File: src/rtl/serial_pkg.sv
// ---------------------------------------------------------------------------
// serial_pkg
//   Shared types and helpers for the word serializer front end.
//   - ser_state_t : serializer FSM states
//   - DEFAULT_WIDTH : default word length
//   - cnt_width() : bit-counter width for a given word length
// ---------------------------------------------------------------------------
package serial_pkg;

    typedef enum logic {
        IDLE  = 1'b0,
        SHIFT = 1'b1
    } ser_state_t;

    localparam int DEFAULT_WIDTH = 8;

    // $clog2(width), floored at 1 so the counter never collapses to zero bits.
    function automatic int cnt_width(input int width);
        return (width > 1) ? $clog2(width) : 1;
    endfunction

endpackage

File: src/rtl/ser_bit_counter.sv
// ---------------------------------------------------------------------------
// ser_bit_counter
//   Mod-WIDTH bit position counter for the serializer.
//   Ports:
//     t_clk, rst_n : clock, async active-low reset
//     clear        : next count is 0 (takes priority over inc)
//     inc          : advance by one, wrapping after WIDTH-1
//     cnt          : current bit position
//     is_first     : the count taking effect at the next edge is 0
//     is_last      : the count taking effect at the next edge is WIDTH-1
// ---------------------------------------------------------------------------
module ser_bit_counter
    import serial_pkg::*;
#(
    parameter  int WIDTH = DEFAULT_WIDTH,
    localparam int CNT_W = cnt_width(WIDTH)
) (
    input  logic             t_clk,
    input  logic             rst_n,
    input  logic             clear,
    input  logic             inc,
    output logic [CNT_W-1:0] cnt,
    output logic             is_first,
    output logic             is_last
);

    localparam logic [CNT_W-1:0] LAST_CNT = CNT_W'(WIDTH - 1);

    logic [CNT_W-1:0] cnt_nxt;

    always_comb begin
        cnt_nxt = cnt;
        if (clear) begin
            cnt_nxt = '0;
        end else if (inc) begin
            cnt_nxt = (cnt == LAST_CNT) ? '0 : cnt + CNT_W'(1);
        end
    end

    // Flags look one step ahead so the top can register its outputs
    // against the bit that will be on the wire after the next edge.
    assign is_first = (cnt_nxt == '0);
    assign is_last  = (cnt_nxt == LAST_CNT);

    always_ff @(posedge t_clk or negedge rst_n) begin
        if (!rst_n) begin
            cnt <= '0;
        end else begin
            cnt <= cnt_nxt;
        end
    end

endmodule

File: src/rtl/word_serializer.sv
// ---------------------------------------------------------------------------
// word_serializer
//   Parallel-to-serial front end: takes a WIDTH-bit word over valid/ready
//   and emits it LSB first, one bit per clock, marking first/last bits.
//   Ports:
//     t_clk, rst_n : clock, async active-low reset
//     in_data      : parallel word, sampled only on the accepting edge
//     in_valid     : in_data is valid
//     in_ready     : word can be taken this cycle (from state/counter only)
//     ser_bit      : serial data, LSB first (registered)
//     ser_start    : high with bit 0 of each word (registered)
//     ser_last     : high with bit WIDTH-1 of each word (registered)
//     ser_valid    : ser_bit carries a word bit (registered)
//
//   state | meaning
//   ------+-----------------------------------------------------------
//   IDLE  | no word in flight, outputs 0, ready for a word
//   SHIFT | word on the wire; ready only while its last bit is out
// ---------------------------------------------------------------------------
module word_serializer
    import serial_pkg::*;
#(
    parameter int WIDTH = DEFAULT_WIDTH
) (
    input  logic             t_clk,
    input  logic             rst_n,
    input  logic [WIDTH-1:0] in_data,
    input  logic             in_valid,
    output logic             in_ready,
    output logic             ser_bit,
    output logic             ser_start,
    output logic             ser_last,
    output logic             ser_valid
);

    localparam int               CNT_W    = cnt_width(WIDTH);
    localparam logic [CNT_W-1:0] LAST_CNT = CNT_W'(WIDTH - 1);

    ser_state_t       state;
    ser_state_t       state_d;
    logic [WIDTH-1:0] sreg;
    logic [WIDTH-1:0] sreg_d;
    logic [CNT_W-1:0] cnt;
    logic             cnt_clear;
    logic             cnt_inc;
    logic             nxt_first;
    logic             nxt_last;
    logic             at_last;
    logic             accept;
    logic             valid_d;

    ser_bit_counter #(.WIDTH(WIDTH)) u_cnt (
        .t_clk    (t_clk),
        .rst_n    (rst_n),
        .clear    (cnt_clear),
        .inc      (cnt_inc),
        .cnt      (cnt),
        .is_first (nxt_first),
        .is_last  (nxt_last)
    );

    assign at_last  = (state == SHIFT) && (cnt == LAST_CNT);
    assign in_ready = (state == IDLE) || at_last;
    assign accept   = in_valid && in_ready;

    always_comb begin
        state_d   = state;
        sreg_d    = sreg;
        cnt_clear = 1'b0;
        cnt_inc   = 1'b0;
        case (state)
            IDLE: begin
                cnt_clear = 1'b1;
                if (accept) begin
                    state_d = SHIFT;
                    sreg_d  = in_data;
                end
            end
            SHIFT: begin
                if (accept) begin
                    // Reload on the last bit: next word follows with no bubble.
                    sreg_d    = in_data;
                    cnt_clear = 1'b1;
                end else if (at_last) begin
                    state_d   = IDLE;
                    sreg_d    = '0;
                    cnt_clear = 1'b1;
                end else begin
                    sreg_d  = {1'b0, sreg[WIDTH-1:1]};
                    cnt_inc = 1'b1;
                end
            end
            default: begin
                state_d   = IDLE;
                cnt_clear = 1'b1;
            end
        endcase
    end

    assign valid_d = (state_d == SHIFT);

    always_ff @(posedge t_clk or negedge rst_n) begin
        if (!rst_n) begin
            state     <= IDLE;
            sreg      <= '0;
            ser_bit   <= 1'b0;
            ser_start <= 1'b0;
            ser_last  <= 1'b0;
            ser_valid <= 1'b0;
        end else begin
            state     <= state_d;
            sreg      <= sreg_d;
            ser_bit   <= valid_d && sreg_d[0];
            ser_start <= valid_d && nxt_first;
            ser_last  <= valid_d && nxt_last;
            ser_valid <= valid_d;
        end
    end

endmodule

File: config.mk
export PLATFORM = sky130hd
export DESIGN_NAME = word_serializer
export DESIGN_NICKNAME = d
export VERILOG_FILES = /design/src/rtl/serial_pkg.sv /design/src/rtl/ser_bit_counter.sv /design/src/rtl/word_serializer.sv
export SDC_FILE = /design/constraint.sdc
export NUM_CORES = 1
export LEC_CHECK = 0
export ABC_AREA = 1
export ABC_CLOCK_PERIOD_IN_PS = 2850
export CAP_MARGIN = 20
export CORE_UTILIZATION = 30
export DETAILED_ROUTE_END_ITERATION = 10
export MAX_ROUTING_LAYER = met4
export PLACE_DENSITY = 0.49
export SYNTH_ARGS = -nofsm -noshare
export SYNTH_HDL_FRONTEND = slang
export SYNTH_SLANG_ARGS = --single-unit
File: constraint.sdc
create_clock -name t_clk -period 2.85 [get_ports t_clk]
set_input_delay 0.285 -clock t_clk [delete_from_list [all_inputs] [get_ports t_clk]]
set_output_delay 0.285 -clock t_clk [all_outputs]
set_load 0.01 [all_outputs]
==> metrics <==
final worst-path setup slack 0.6498 ns; Startpoint Class register; Worst Max-Slew Pin Slew ~0.64 ns; area leader, netlist dfrtp_1; HPWL Detailed between 900 and 1000 um; DRT antenna net count 0; Setup Total Neg Slack 0 ns; TritonCTS clock tree yes; final WL 1360 um; total stage count of the critical path 5; clk_skew around 0.009 ns; register area share after synthesis between 40% and 50%; cts repair resizes 0; family with the most delay on the worst path buffers and inverters; Initial Util between 30% and 40%; port buffer count 15; Worst Hold Class in2async; Max Cap Violations 0; synthesized area per cell 8.991 um2; ys flop type dfrtp_1; vias per cell approximately 4.3; Area Overhead vs Synth 21.84%; layout cell share with drive strength beyond 1 between 20 and 25%; GPL Wtd Cong ~0.74; RSZ-0062 raised after global routing false; share of the synthesized area in the top cell type around 49%; fin nets between 100 and 150; Max Fanout on Critical Path 13; Core ar. roughly 0.0025 mm2; Max VDD drop approximately 0.43 mV; leakage power of the design between 0.4 and 0.5 nW; Max-slew headroom between 50% and 60%; status complete, no violations; chip width 52.77 um; most frequent CP cell ha_1; Mapped Area roughly 770 um2; post-synth cell types 15; Worst R2R Path Depth 8; CTS Buffer Depth 2; final setup fails 0; # Post-CTS Setup Buffers 0; root buf cell clkbuf_4; element type at the critical path end output pin; post-synthesis mux area share 0%; Setup Slack @ Placement 0.9804 ns; Adder-Cell Fraction of Synth Area 3.236%; vias 564; drt pass-1 iters 4; Worst EP required between 2 and 3 ns; Crit. Startpoint u_cnt.cnt[0]$_DFF_PN0_; Buf/Inv on CP 2; cts hold-fix bufs 0; Num CTS Buffers 3; Worst path slowest cell clkdlybuf4s50_1; crit path kind reg2out; setup slack, reg-to-reg 1.31 ns; DRC errors left 0; simple-gate area share of the yosys netlist 26.86%; cells along the critical path ha_1 -> ha_1 -> inv_2 -> nand2_4 -> clkdlybuf4s50_1; Synth area leaders dfrtp_1 49%, nand3_1 10%, nor2_1 6.3%, a21oi_2 4.5%, buf_6 4.4%; DR WL/cell slightly above 10 um; complex-gate fraction of the synthesized area 6.472%; clk slew on worst S/H paths 0.10 ns; Max Slew Vio Count 0; row cnt 18; vias in the first global route 531; htree depth 1; count leader, synth nand3_1; I/O Pins 16; CP Capture Point in_ready; Tot GR Track Use about an eighth; CP peak stage delay roughly 0.53 ns; worst skew pair latency between 0.2 and 0.3 ns; die boundary height between 50 and 60 um; DIE AREA approximately 0.0028 mm2; final period utilization just under 80%; Reg-to-Reg Start u_cnt.cnt[0]$_DFF_PN0_; Synth top cells by count 16 x nand3_1, 15 x dfrtp_1, 13 x nor2_1; fraction of registers with async set/reset 100.0%; Final Critical Period ~2.2 ns; PwrDens 873.6 mW/mm2; Final Hold Viols 0; largest net degree at the start of global routing 16; antenna violations before repair 0; synth warn 0; Initial DRC Count 2; FF+latch count, synth 15; largest family of logic cells by synthesized area simple AND/OR/NAND/NOR gates; crit path DAT between 1.5 and 2 ns; CTS sink cnt 15; reg2reg end sreg[0]$_DFF_PN0_; syn nets 99; synthesized instance count 86; diodes inserted 0; first-pass GRT wire length between 2000 and 2500 um; Post-synth EDFFs 0; Synth Area in XOR/XNOR 0%; Overflow after GRT 0; f_max ~450 MHz
## worst min-delay path by stage
stage          slack (ns)                     end  cells after the start              startpoint
2_1_floorplan       -0.01       ser_bit$_DFF_PN0_                      0                   rst_n
3_3_place_gp         0.47  u_cnt.cnt[0]$_DFF_PN0_                      1  u_cnt.cnt[0]$_DFF_PN0_
3_5_place_dp         0.49  u_cnt.cnt[0]$_DFF_PN0_                      1  u_cnt.cnt[0]$_DFF_PN0_
4_1_cts              0.41     sreg[5]$_DFFE_PN0P_                      1                   rst_n
5_1_grt              0.44     sreg[4]$_DFFE_PN0P_                      1                   rst_n
6_report             0.38     sreg[5]$_DFFE_PN0P_                      1                   rst_n
## metal layers
layer / up-vias / wire length, um / global-route usage (%)
met5: - / 0 / -
met4: 0 / 33 / 7.895
met3: 5 / 76 / 5.217
met2: 10 / 604 / 19.20
met1: 250 / 646 / 13.21
li1: 299 / - / -
## cell families (layout without fill, tap and decap cells)
family,Yosys count,in the layout
AND/OR/NAND/NOR,43,43
buffers and inverters,19,34
flip-flops,15,15
AO/OA/AOI/OAI,7,7
adder cells (fa/ha/maj),2,2
## final cells by class
type	count	area, um2
Clock buffer	3	22.52
Clock inverter	1	7.507
Fill cell	254	1513
Inverter	15	66.31
Multi-Input combinational cell	52	282.8
Sequential cell	15	375.4
Tap cell	30	37.54
Timing Repair Buffer	15	150.1
## cells in the final DEF (no fill, tap or decap), types with 3 or more instances in the layout
cell / Yosys / final
a21oi_1: 3 / 3
a21oi_2: 4 / 4
clkbuf_4: 0 / 3
clkdlybuf4s50_1: 0 / 15
dfrtp_1: 15 / 15
inv_1: 7 / 7
inv_2: 6 / 6
nand2_1: 7 / 7
nand2_2: 4 / 4
nand3_1: 16 / 16
nor2_1: 13 / 13
## state kept, by name, summed over array words and instances, names as in the netlist
name / flops
ser_bit: 1
ser_last: 1
ser_start: 1
state: 1
sreg: 8
u_cnt.cnt: 3
## power by group
part / internal, W / switching, W
clock: 0.0000535 / 0.0000762
combinational: 0.000157 / 0.000199
sequential: 0.000291 / 0.0000462
total: 0.000502 / 0.000321
## metrics by stage
| step | util, % | std cells | hold WS [ns] | instance area (um2) | total power [W] |
|---|---|---|---|---|---|
| 2_1_floorplan | - | 86 | -0.01059 | 773.2 | 0.0006214 |
| 5_1_grt | 38.38 | 131 | 0.4436 | 942.2 | 0.0008982 |
| 6_report | 38.38 | 131 | 0.3751 | 942.2 | 0.0008231 |
| 3_5_place_dp | 37.16 | 127 | 0.4858 | 912.1 | 0.0007040 |
| 3_3_place_gp | 37.16 | 127 | 0.4697 | 912.1 | 0.0007019 |
| 4_1_cts | 38.38 | 131 | 0.4129 | 942.2 | 0.0008362 |
(Power assumes the default switching activity.)
